## config.mk

```make
export PLATFORM = sky130hd
export DESIGN_NAME = write_stack_offset
export DESIGN_NICKNAME = d
export VERILOG_FILES = /design/src/rtl/write_stack_offset_pkg.sv /design/src/rtl/write_stack_offset.sv
export SDC_FILE = /design/constraint.sdc
export NUM_CORES = 1
export LEC_CHECK = 0
export CORE_MARGIN = 2
export CORE_UTILIZATION = 40
export DETAILED_ROUTE_END_ITERATION = 16
export PLACE_DENSITY = 0.86
export SETUP_SLACK_MARGIN = 0.1
export SLEW_MARGIN = 20
export SYNTH_ARGS = -nofsm -noshare
export SYNTH_HDL_FRONTEND = slang
export SYNTH_SLANG_ARGS = --single-unit
```

## constraint.sdc

```tcl
create_clock -name clk -period 4.1 [get_ports clk]
set_input_delay 0.82 -clock clk [delete_from_list [all_inputs] [get_ports clk]]
set_output_delay 0.82 -clock clk [all_outputs]
set_load 0.05 [all_outputs]
```

## src/rtl/write_stack_offset_pkg.sv

```systemverilog
// Shared ao486 defines: descriptor bit positions plus the write-stage
// stack-offset FSM encoding and the ESP commit-value helpers.
package write_stack_offset_pkg;

    localparam int DESC_BIT_G    = 55;
    localparam int DESC_BIT_D_B  = 54;
    localparam int DESC_BIT_AVL  = 52;
    localparam int DESC_BIT_P    = 47;
    localparam int DESC_BIT_SEG  = 44;

    typedef enum logic [1:0] {
        WSO_IDLE   = 2'd0,
        WSO_SEQ    = 2'd1,
        WSO_COMMIT = 2'd2
    } wso_state_e;

    // A 16-bit stack only replaces SP; the upper half of ESP is preserved.
    function automatic logic [31:0] wso_commit_value(
        input logic        d_b,
        input logic [31:0] esp_val,
        input logic [31:0] offset
    );
        return d_b ? offset : {esp_val[31:16], offset[15:0]};
    endfunction

    function automatic logic [31:0] wso_limit_offset(
        input logic        d_b,
        input logic [31:0] offset
    );
        return d_b ? offset : {16'd0, offset[15:0]};
    endfunction

endpackage

```

## src/rtl/write_stack_offset.sv

```systemverilog
// Write-stage stack offset chaining and ESP commit.
// Optional SS limit check enabled by defining WR_STACK_LIMIT_CHECK_EN.
module write_stack_offset
    import write_stack_offset_pkg::*;
(
    input  logic        clk,
    input  logic        rst,
    input  logic        exe_ready,
    input  logic [31:0] exe_stack_offset,
    input  logic        exe_stack_use,
    input  logic        exe_stack_first,
    input  logic        exe_stack_last,
    input  logic        ss_d_b,
    input  logic [31:0] ss_limit,
    input  logic        wr_flush,
    input  logic [31:0] esp,
    output logic [31:0] wr_stack_offset,
    output logic        wr_esp_write,
    output logic [31:0] wr_esp_value,
    output logic        wr_stack_busy,
    output logic        wr_stack_fault
);

    wso_state_e  state_q, state_d;
    logic [31:0] offset_q, offset_d;
    logic        accept;
    logic        commit_cycle;
    logic [31:0] commit_value;

    assign accept = exe_ready & exe_stack_use;

    always_comb begin
        state_d  = state_q;
        offset_d = offset_q;
        if (wr_flush) begin
            state_d  = WSO_IDLE;
            offset_d = esp;
        end else begin
            case (state_q)
                // COMMIT behaves like IDLE so back-to-back sequences need no bubble.
                WSO_IDLE, WSO_COMMIT: begin
                    state_d = WSO_IDLE;
                    if (accept && exe_stack_first) begin
                        offset_d = exe_stack_offset;
                        state_d  = exe_stack_last ? WSO_COMMIT : WSO_SEQ;
                    end
                end
                WSO_SEQ: begin
                    // A new 'first' here simply restarts the chain with its offset.
                    if (accept) begin
                        offset_d = exe_stack_offset;
                        if (exe_stack_last) begin
                            state_d = WSO_COMMIT;
                        end
                    end
                end
                default: begin
                    state_d = WSO_IDLE;
                end
            endcase
        end
    end

    always_ff @(posedge clk) begin
        if (rst) begin
            state_q  <= WSO_IDLE;
            offset_q <= 32'd0;
        end else begin
            state_q  <= state_d;
            offset_q <= offset_d;
        end
    end

    assign commit_cycle = (state_q == WSO_COMMIT) && !wr_flush;
    assign commit_value = wso_commit_value(ss_d_b, esp, offset_q);

    assign wr_stack_offset = offset_q;
    assign wr_stack_busy   = (state_q == WSO_SEQ);
    assign wr_esp_value    = commit_cycle ? commit_value : 32'd0;

`ifdef WR_STACK_LIMIT_CHECK_EN
    logic over_limit;

    assign over_limit     = wso_limit_offset(ss_d_b, offset_q) > ss_limit;
    assign wr_stack_fault = commit_cycle && over_limit;
    assign wr_esp_write   = commit_cycle && !over_limit;
`else
    logic limit_unused;

    assign limit_unused   = ^ss_limit;
    assign wr_stack_fault = 1'b0;
    assign wr_esp_write   = commit_cycle;
`endif

endmodule

```

# After elaboration in Yosys (flattened, before gate mapping)
# Cells that the tools add are included.
dict set report classes {
  bitwise 1
  mux 11
  reduce_logical 9
  eq_ne 6
}
# cell count
set op_table {}
lappend op_table {{$mux 32} 5}
lappend op_table {{$pmux 32 s2} 1}
lappend op_table {{$mux 2} 4}
lappend op_table {{$pmux 2 s2} 1}
lappend op_table {{$reduce_or 2->1} 2}
lappend op_table {{$ne 3x2->1 const B} 1}
lappend op_table {{$ne 3x3->1 const B} 1}
lappend op_table {{$reduce_and 3->1} 1}
lappend op_table {{$reduce_bool 3->1} 1}
lappend op_table {{$eq 2x1->1 const B} 1}
lappend op_table {{$eq 2x2->1 const B} 1}
lappend op_table {{$logic_and 1x1->1} 2}
lappend op_table {{$logic_not 2->1} 1}
lappend op_table {{$ne 2x1->1 const B} 1}
lappend op_table {{$ne 2x2->1 const B} 1}
lappend op_table {{$reduce_and 2->1} 1}
lappend op_table {{$and 1x1->1} 1}
lappend op_table {{$logic_not 1->1} 1}
dict set report totals {
  wordCells 29
  in_bits 104
  register_bits 34
}

# Depth between registers and ports, before layout
# Gate-level depths: netlist of run 1.
dict set report logic_depth {
  ltp_word 5
  ltp_mapped 5
  depth_no_buf 3
}

# Worst setup path before layout of run 1
# Ideal clock, no wire load.
dict set report synth_timing {
  kind {input to output}
  start {input port wr_flush}
  end {output port wr_esp_value[22]}
  t_required_ns 3.280
  path_buffers 2
  path_stages 5
  arrival_time_ns 2.219
  slack_ns 1.061
  cell_sequence {buf_2 nor2_1 nand2_2 buf_2 nor2_1}
}
dict set report synth_between {
  elab_chain_len 3
}
# item line
set synth_rtl {}
lappend synth_rtl {{from (decl)} write_stack_offset.sv:15} ;# input logic wr_flush,
lappend synth_rtl {{$logic_not 1->1} write_stack_offset.sv:74} ;# assign commit_cycle = (state_q == WSO_COMMIT) && !wr_flush;
lappend synth_rtl {{$logic_and 1x1->1} write_stack_offset.sv:74}
lappend synth_rtl {{$mux 32} write_stack_offset.sv:79} ;# assign wr_esp_value = commit_cycle ? commit_value : 32'd0;
lappend synth_rtl {{to (decl)} write_stack_offset.sv:19} ;# output logic [31:0] wr_esp_value,
# Every way passes these cells.

# Worst setup path in the final report of run 1
dict set report layout_timing {
  start {input port ss_d_b}
  end {output port wr_esp_value[26]}
}
dict set report layout_between {
  elab_chain_len 2
}
# item line
set layout_rtl {}
lappend layout_rtl {{from (decl)} write_stack_offset.sv:13} ;# input logic ss_d_b,
lappend layout_rtl {{$mux 32} write_stack_offset_pkg.sv:23} ;# return d_b ? offset : {esp_val[31:16], offset[15:0]};
lappend layout_rtl {{$mux 32} write_stack_offset.sv:79}
# Every way passes these cells.

==> reports/qor.csv, run 1 <==
metric;value;unit
firstDrtPassIters;4;
yosys_warnings;0;
cpMaxStageDelayCell;clkdlybuf4s50_1;
finalMaxSlewViolations;0;
outcome;completed;
syn_avg_cell_area;9.32;um2
fmax;346;MHz
fp.coreArea;6460;um2
yosysSeqAreaShare;25.2;%
synth_area;2700;um2
reg2reg_slack;1.78;ns
avgViaCountPerCell;5.28;
r2r-start;state_q[1];
synth_seq_cells;34;
holdPathEnd;wr_stack_offset[0];
drtIter0Drc;65;
cts_setup_buffers;0;
dieHeight;86.2;um
ctsResizeCount;0;
drc_errors;0;
crit_chain;clkdlybuf4s50_1, buf_4, mux2i_1, nor2_1, buf_12;
synth_nets;394;
yosysUniqueCellTypes;24;
drv_cap;0;
cp.arrival;2.07;ns
slew_headroom;44.5;%
n_antenna_cell;0;
syn_inst;290;
initial_core_util;41.8;%
cts_buffer_depth;2;
num_io_pins;171;
grt_pass1_wl;12000;um
grt_pass1_vias;2490;
drive_gt1_share;27.5;%
holdPathStages;2;
dp.cells;477;
leakage;0.00178;uW
hold_violations;0;
layout.nets;511;
grt_max_degree;99;
antenna_found_initial;0;
vias;2563;
fill_cells;511;
post-route-period-util;70.5;%
cts_tree;done;
io_buffer_count;137;
path_max_fanout;16;
powerDensity;237;nW/um2
finalClockSkew;0.00778;ns
hold_path_class;reg2reg;
placed_area;4150;um2
fin_setup_tns;0;ns
rsz0062_at_grt;false;
cp.required;3.28;ns
syn_to_final_growth;56.9;%
htreeDepth;2;
wl;7550;um
multi_input_area;1690;um2
final_cells;485;
dpl.hpwl;5330;um
worstSetupPathType;in2out;
fin_area;4240;um2
min_from;wr_stack_offset[0];
path_clk_slew;0.07;ns
rr_endpoint;wr_stack_offset[1];
die_w;86.2;um
setup_violations;0;
cts_hold_buf;0;
num_rows;29;
gp_congestion;0.717;
antenna_left;0;
clock-root-buffer;clkbuf_8;
critPathLaunchType;input pin;
setup.worst_path.end_class;output pin;
vdd_drop_max;0.149;mV
grtUsageTotal;19.9;%
cts_made_buffers;5;
tightestPinTransition;0.833;ns
cts_sinks;34;
seqCellArea;681;um2
clkLatencyLatePin;0.28;ns
r2r_cells;4;
cp_slowest_stage_delay;0.46;ns
fin_crit;2.89;ns
wire_per_inst;15.6;um
die_area;7430;um2
overflow;0;
==> report_power, final <==
part / switching [uW] / internal, uW
Sequential: 19.4 / 356
Combinational: 214 / 160
Clock: 120 / 136
Total: 353 / 651
==> state kept, by name (all words and copies together) (netlist names) <==
name             count
state_q              2
wr_stack_offset     32
==> per-layer routing <==
metal | global-route usage (%) | wire [um] | vias up
met5 | 0 | 0 | -
met3 | 3.90 | 433 | 11
li1 | - | - | 1282
met2 | 36.6 | 3870 | 95
met4 | 4.69 | 111 | 0
met1 | 23.9 | 3130 | 1175
==> worst max path at each step <==
stage	startpoint	to	slack [ns]	depth (start not counted)
final	ss_d_b	wr_esp_value[26]	1.21	5
after global routing	ss_d_b	wr_esp_value[26]	1.11	5
after CTS	ss_d_b	wr_esp_value[26]	1.19	5
after detailed placement	ss_d_b	wr_esp_value[26]	1.19	5
after global placement	ss_d_b	wr_esp_value[20]	1.24	5
after floorplan	wr_flush	wr_esp_value[22]	1.06	5
==> critical path: cells and delay by family <==
kind / cells / cell delay [ns]
buffers and inverters: 3 / 0.90
muxes: 1 / 0.25
and+or+nand+nor: 1 / 0.09
==> cells by family (layout without fill, tap and decap cells) <==
family | after synthesis | in the layout | synth area share, %
flip-flops | 34 | 34 | 25.2
other | 1 | 1 | 0.139
AO/OA/AOI/OAI | 98 | 98 | 43.9
multiplexers | 16 | 16 | 5.93
AND/OR/NAND/NOR | 73 | 73 | 12.2
buffers and inverters | 68 | 186 | 12.6
==> per-stage QoR <==
stage,setup slack (ns),util [%],hold WS (ns),total power [uW]
2_1_floorplan,1.06,-,0.733,614
3_3_place_gp,1.24,64.2,0.517,750
3_5_place_dp,1.19,64.2,0.529,758
4_1_cts,1.19,65.6,0.546,1020
5_1_grt,1.11,65.7,0.582,1050
6_report,1.21,65.7,0.544,1000
==> cells in the mapped netlist, drive strengths merged <==
master	instances	area [um2]
nand3	1	5.00
and3	17	106
clkbuf	14	56.3
inv	34	128
o21ai	1	5.00
a211oi	32	390
a21o	33	255
nor2	50	188
dfxtp	34	681
mux2i	16	160
buf	20	156
nand2b	2	12.5
nor4b	1	8.76
conb	1	3.75
nand2	2	10.0
a2111oi	32	537
==> layout make-up <==
class | instances | area share, %
multi-input cells | 188 | 39.8
repair buffers | 144 | 36.7
clock buffers | 7 | 2.04
flip-flops and latches | 34 | 16.1
inverters | 34 | 3.01
well taps | 77 | 2.27
clock inverters | 1 | 0.118
==> cell usage in the layout (no fill, tap or decap) <==
cell / Yosys / layout
a2111oi_4: 6 / 6
nor2_1: 50 / 50
buf_12: 0 / 17
a2111oi_0: 3 / 3
clkbuf_1: 11 / 1
a2111oi_2: 23 / 23
a21o_1: 32 / 32
o21ai_0: 1 / 1
nand3_1: 1 / 1
clkbuf_8: 0 / 6
inv_1: 34 / 34
clkdlybuf4s50_1: 0 / 103
conb_1: 1 / 1
nand2b_2: 0 / 2
dfxtp_1: 34 / 34
buf_6: 7 / 1
and3_1: 17 / 17
buf_4: 5 / 23
a21o_4: 1 / 1
nor4b_1: 1 / 1
nand2_2: 1 / 2
clkinv_2: 0 / 1
mux2i_1: 16 / 16
a211oi_2: 30 / 30
a211oi_1: 2 / 2
Power figures use the tool's default switching activity.
==> inputs of run 2 (changes only) <==
--- a/config.mk
+++ b/config.mk
@@ -6,9 +6,9 @@
 export NUM_CORES = 1
 export LEC_CHECK = 0
 export CORE_MARGIN = 2
-export CORE_UTILIZATION = 40
+export CORE_UTILIZATION = 34
 export DETAILED_ROUTE_END_ITERATION = 16
-export PLACE_DENSITY = 0.86
+export PLACE_DENSITY = 0.77
 export SETUP_SLACK_MARGIN = 0.1
 export SLEW_MARGIN = 20
 export SYNTH_ARGS = -nofsm -noshare
==> constraint.sdc (replaced) <==
create_clock -name clk -period 2.6 [get_ports clk]
set_input_delay 0.52 -clock clk [delete_from_list [all_inputs] [get_ports clk]]
set_output_delay 0.52 -clock clk [all_outputs]
set_load 0.05 [all_outputs]
==> run 2 against run 1 <==
- sequential share of layout area decreased by 1.1 points
- core utilization decreased by 6.7 points
- flip-flop and latch count unchanged
- critical endpoint is now wr_esp_value[21]
- critical path type unchanged
- clock power grew 58%
- cell count increased by 6.2%
==> reports/qor.csv, run 2 (same netlist as run 1, synthesis figures left out) <==
metric;value;unit;change
n_antenna_cell;0;;unchanged
overflow;0;;unchanged
die_w;93.2;um;was 86.2 um
setup.worst_path.end_class;output pin;;unchanged
die_area;8680;um2;was 7430 um2
dpl.hpwl;5810;um;was 5330 um
dieHeight;93.2;um;was 86.2 um
ctsResizeCount;0;;unchanged
wl;8170;um;was 7550 um
layout_common_cells;clkdlybuf4s50_1, nor2_1, buf_12;;was clkdlybuf4s50_1, nor2_1, inv_1, dfxtp_1, a21o_1
cp.required;2.08;ns;was 3.28 ns
fmax;450;MHz;
clock-root-buffer;clkbuf_8;;unchanged
grtUsageTotal;19.1;%;was 19.9%
worstSetupPathType;in2out;;unchanged
fin_crit;2.22;ns;
cts_buffer_depth;2;;unchanged
num_io_pins;171;;unchanged
vdd_drop_max;0.173;mV;was 0.149 mV
cp_slowest_stage_delay;0.51;ns;was 0.46 ns
drc_errors;0;;unchanged
wire_per_inst;15.9;um;was 15.6 um
cts_made_buffers;5;;unchanged
cp.arrival;1.70;ns;was 2.07 ns
outcome;completed;;unchanged
finalClockSkew;0.00661;ns;was 0.00778 ns
avgViaCountPerCell;5.10;;was 5.28
io_buffer_count;137;;unchanged
num_rows;32;;was 29
fin_setup_tns;0;ns;unchanged
leakage;0.00187;uW;was 0.00178 uW
finalMaxSlewViolations;0;;unchanged
drv_cap;0;;unchanged
largest_reg_flops;32;;unchanged
antenna_found_initial;0;;unchanged
hold_slack;0.532;ns;was 0.544 ns
hold_path_class;reg2reg;;unchanged
syn_to_final_growth;68.5;%;was 56.9%
slew_headroom;64.0;%;was 44.5%
layout_commonest_cell;clkdlybuf4s50_1;;unchanged
initial_core_util;35.0;%;was 41.8%
path_max_fanout;16;;unchanged
fp.coreArea;7730;um2;was 6460 um2
drive_gt1_share;28.6;%;was 27.5%
cts_setup_buffers;0;;unchanged
gp_congestion;0.711;;was 0.717
grt_pass1_vias;2772;;was 2490
cts_sinks;34;;unchanged
clkLatencyLatePin;0.28;ns;about the same
setup_violations;0;;unchanged
tightestPinTransition;0.540;ns;was 0.833 ns
path_clk_slew;0.07;ns;about the same
crit_chain;clkdlybuf4s50_1, buf_12, mux2i_1, nor2_1, buf_12;;was clkdlybuf4s50_1, buf_4, mux2i_1, nor2_1, buf_12
powerDensity;352;nW/um2;was 237 nW/um2
path_common_cell;buf_12;;
vias;2625;;was 2563
firstDrtPassIters;4;;unchanged
grt_max_degree;99;;unchanged
grt_pass1_wl;13400;um;was 12000 um
cpMaxStageDelayCell;clkdlybuf4s50_1;;unchanged
layout.nets;516;;was 511
drtIter0Drc;66;;was 65
hold_violations;0;;unchanged
rsz0062_at_grt;false;;unchanged
post-route-period-util;85.5;%;
cts_hold_buf;0;;unchanged
cts_tree;done;;unchanged
htreeDepth;2;;unchanged
antenna_left;0;;unchanged
critPathLaunchType;input pin;;unchanged
## run 2: changes by cell type in the layout (fill, tap and decap cells not counted), sizes merged
cell | previous run | this run
buf | 41 | 47
clkdlybuf4s50 | 103 | 102
## run 2: worst max-delay path: cells and delay by family
| kind | cells | cell delay, ns |
|---|---|---|
| and+or+nand+nor | 1 | 0.10 |
| muxes | 1 | 0.21 |
| buffers and inverters | 3 | 0.87 |
## run 2: path summary, 6_finish.rpt
check,cells past startpoint,to,startpoint,slack [ns]
hold / removal,2,wr_stack_offset[1],wr_stack_offset[1],0.53
hold reg to reg,2,wr_stack_offset[1],wr_stack_offset[1],0.53
setup / recovery,5,wr_esp_value[21],ss_d_b,0.38
setup reg to reg,5,wr_stack_offset[24],state_q[1],0.73
## run 2: layout make-up
| class | count | area (um2) |
|---|---|---|
| clock inverters | 1 | 5.00 |
| inverters | 34 | 128 |
| clock buffers | 7 | 86.3 |
| multi-input cells | 188 | 1690 |
| repair buffers | 149 | 1840 |
| well taps | 102 | 128 |
| fillers | 645 | 3170 |
| flip-flops and latches | 34 | 681 |
## run 2: layer usage
metal	vias to the layer above	global-route usage, %	part of all wire, %
met5	-	0	0
met4	0	5.39	1.5
met3	10	4.92	5.6
met2	95	36.2	54
met1	1229	21.0	39
li1	1291	-	-
## run 2: power breakdown
part           switching (uW)  internal [uW]
registers                29.9            562
clock network             192            214
logic                     342            265
total                     564           1040
## run 2: per-stage QoR
| step | instances | worst slack (ns) | utilization [%] | total power [uW] | cell area (um2) |
|---|---|---|---|---|---|
| finish | 515 | 0.376 | 58.9 | 1600 | 4550 |
| global route | 515 | 0.307 | 58.9 | 1690 | 4550 |
| CTS | 515 | 0.369 | 58.9 | 1620 | 4550 |
| detailed placement | 507 | 0.361 | 57.7 | 1210 | 4460 |
| global placement | 507 | 0.408 | 57.7 | 1200 | 4460 |
| floorplan | 290 | 0.161 | - | 968 | 2700 |
==> inputs of run 3 (changes only) <==
--- a/config.mk
+++ b/config.mk
@@ -8,8 +8,9 @@
 export CORE_MARGIN = 2
 export CORE_UTILIZATION = 34
 export DETAILED_ROUTE_END_ITERATION = 16
-export PLACE_DENSITY = 0.77
+export PLACE_DENSITY = 0.86
 export SETUP_SLACK_MARGIN = 0.1
+export SKIP_CTS_REPAIR_TIMING = 1
 export SLEW_MARGIN = 20
 export SYNTH_ARGS = -nofsm -noshare
 export SYNTH_HDL_FRONTEND = slang
==> run 3 against run 2 <==
- non-clock buffer count stayed put
- clock power is 16% higher
- power is 3.7% higher
- combinational power hardly changed
- via count is 0.27% higher
- clock-buffer cell count is 1 higher
- fmax is 7.0% lower
- critical path depth stayed put
- sequential power hardly changed
- clock skew is 0.0013 ns lower
- register-to-register slack better by 0.22 ns
==> reports/qor.csv, run 3 (same netlist as run 1, synthesis figures left out) <==
metric;value;unit;change
cts_tree;done;;unchanged
powerDensity;365;nW/um2;was 352 nW/um2
gp_congestion;0.746;;was 0.711
drtIter0Drc;95;;was 66
post-route-period-util;91.9;%;was 85.5%
num_rows;32;;unchanged
r2r_cells;4;;was 5
rsz0062_at_grt;false;;unchanged
drv_cap;0;;unchanged
min_from;wr_stack_offset[0];;was wr_stack_offset[1]
fin_crit;2.39;ns;was 2.22 ns
path_max_fanout;13;;was 16
setup_violations;0;;unchanged
vias;2632;;was 2625
die_area;8680;um2;unchanged
fp.coreArea;7730;um2;unchanged
layout_common_cells;clkdlybuf4s50_1, nor2_1, buf_12;;unchanged
dpl.hpwl;5930;um;was 5810 um
syn_to_final_growth;68.7;%;was 68.5%
met1_usage;21.8;%;was 21.0%
grtUsageMet3;4.11;%;was 4.92%
n_antenna_cell;0;;unchanged
critPathCapture;wr_esp_value[30];;was wr_esp_value[21]
cp.required;2.08;ns;about the same
antenna_found_initial;0;;unchanged
htreeDepth;2;;unchanged
io_buffer_count;137;;unchanged
critPathLaunchType;input pin;;unchanged
cp.arrival;1.87;ns;was 1.70 ns
antenna_left;0;;unchanged
vdd_drop_max;0.172;mV;was 0.173 mV
holdPathStages;2;;unchanged
finalClockSkew;0.00532;ns;was 0.00661 ns
finish.utilization;59.0;%;was 58.9%
crit_chain;clkdlybuf4s50_1, buf_12, mux2i_1, nor2_1, buf_12;;unchanged
final_cells;515;;unchanged
cpMaxStageDelayCell;clkdlybuf4s50_1;;unchanged
clkLatencyLatePin;0.29;ns;was 0.28 ns
hold_violations;0;;unchanged
outcome;completed;;unchanged
grtUsageTotal;18.6;%;was 19.1%
firstDrtPassIters;4;;unchanged
avgViaCountPerCell;5.11;;was 5.10
cp_slowest_stage_delay;0.66;ns;was 0.51 ns
gr-max-usage-layer;met2;;unchanged
hold_path_class;reg2reg;;unchanged
grt_pass1_vias;2615;;was 2772
setup.worst_path.end_class;output pin;;unchanged
cts_made_buffers;5;;unchanged
largest_reg_flops;32;;unchanged
startpoint;ss_d_b;;unchanged
r2r-start;state_q[0];;was state_q[1]
initial_core_util;35.0;%;unchanged
dp.cells;507;;unchanged
overflow;0;;unchanged
slew_headroom;63.3;%;was 64.0%
wire_per_inst;15.7;um;was 15.9 um
clock-root-buffer;clkbuf_8;;unchanged
leakage;0.00187;uW;about the same
fmax;418;MHz;was 450 MHz
dieHeight;93.2;um;unchanged
grt_pass1_wl;12800;um;was 13400 um
grt_util_met2;33.9;%;was 36.2%
path_clk_slew;0.07;ns;about the same
drc_errors;0;;unchanged
num_io_pins;171;;unchanged
layout_commonest_cell;clkdlybuf4s50_1;;unchanged
layout.nets;516;;unchanged
die_w;93.2;um;unchanged
cts_sinks;34;;unchanged
cts_buffer_depth;2;;unchanged
drive_gt1_share;28.8;%;was 28.6%
worstSetupPathType;in2out;;unchanged
tightestPinTransition;0.550;ns;was 0.540 ns
fin_setup_tns;0;ns;unchanged
reg2reg_slack;0.95;ns;was 0.73 ns
path_common_cell;buf_12;;unchanged
wl;8070;um;was 8170 um
grt_max_degree;99;;unchanged
finalMaxSlewViolations;0;;unchanged
rr_endpoint;wr_stack_offset[31];;was wr_stack_offset[24]
-- run 3: changes by cell type in the layout (fill, tap and decap cells not counted) --
cell	change
clkbuf_1	-1
buf_4	+1
clkinv_2	-1
buf_12	-1
clkbuf_8	+2
-- run 3: worst min path at each step --
stage	end	slack [ns]
CTS	wr_stack_offset[0]	0.54
global placement	wr_stack_offset[1]	0.52
detailed placement	wr_stack_offset[0]	0.52
finish	wr_stack_offset[0]	0.54
floorplan	state_q[1]	0.69
global route	wr_stack_offset[0]	0.58
-- run 3: layer usage --
layer,wire (um),vias up
met5,0,-
met4,90,0
met3,458,9
met2,4240,95
met1,3280,1239
li1,-,1289
-- run 3: through the flow --
stage	total power (uW)	hold slack [ns]	setup WS [ns]	instance area (um2)
floorplan	968	0.690	0.161	2700
global placement	1200	0.518	0.257	4450
detailed placement	1210	0.519	0.218	4450
CTS	1680	0.538	0.217	4560
global route	1740	0.577	0.143	4560
finish	1660	0.538	0.210	4560
-- run 3: critical path, delay by kind of cell --
family	cells	cell delay (ns)
buf+inv	3	1.04
simple gates	1	0.09
mux	1	0.20
-- run 3: layout make-up --
class,count,area [um2]
multi-input cells,188,1690
clock buffers,8,110
well taps,102,128
flip-flops and latches,34,681
repair buffers,149,1820
fillers,629,3170
inverters,34,128
-- run 3: power breakdown --
group	internal, uW	total, uW	switching [uW]
clock	268	468	201
combinational	262	604	342
sequential	562	592	30.3
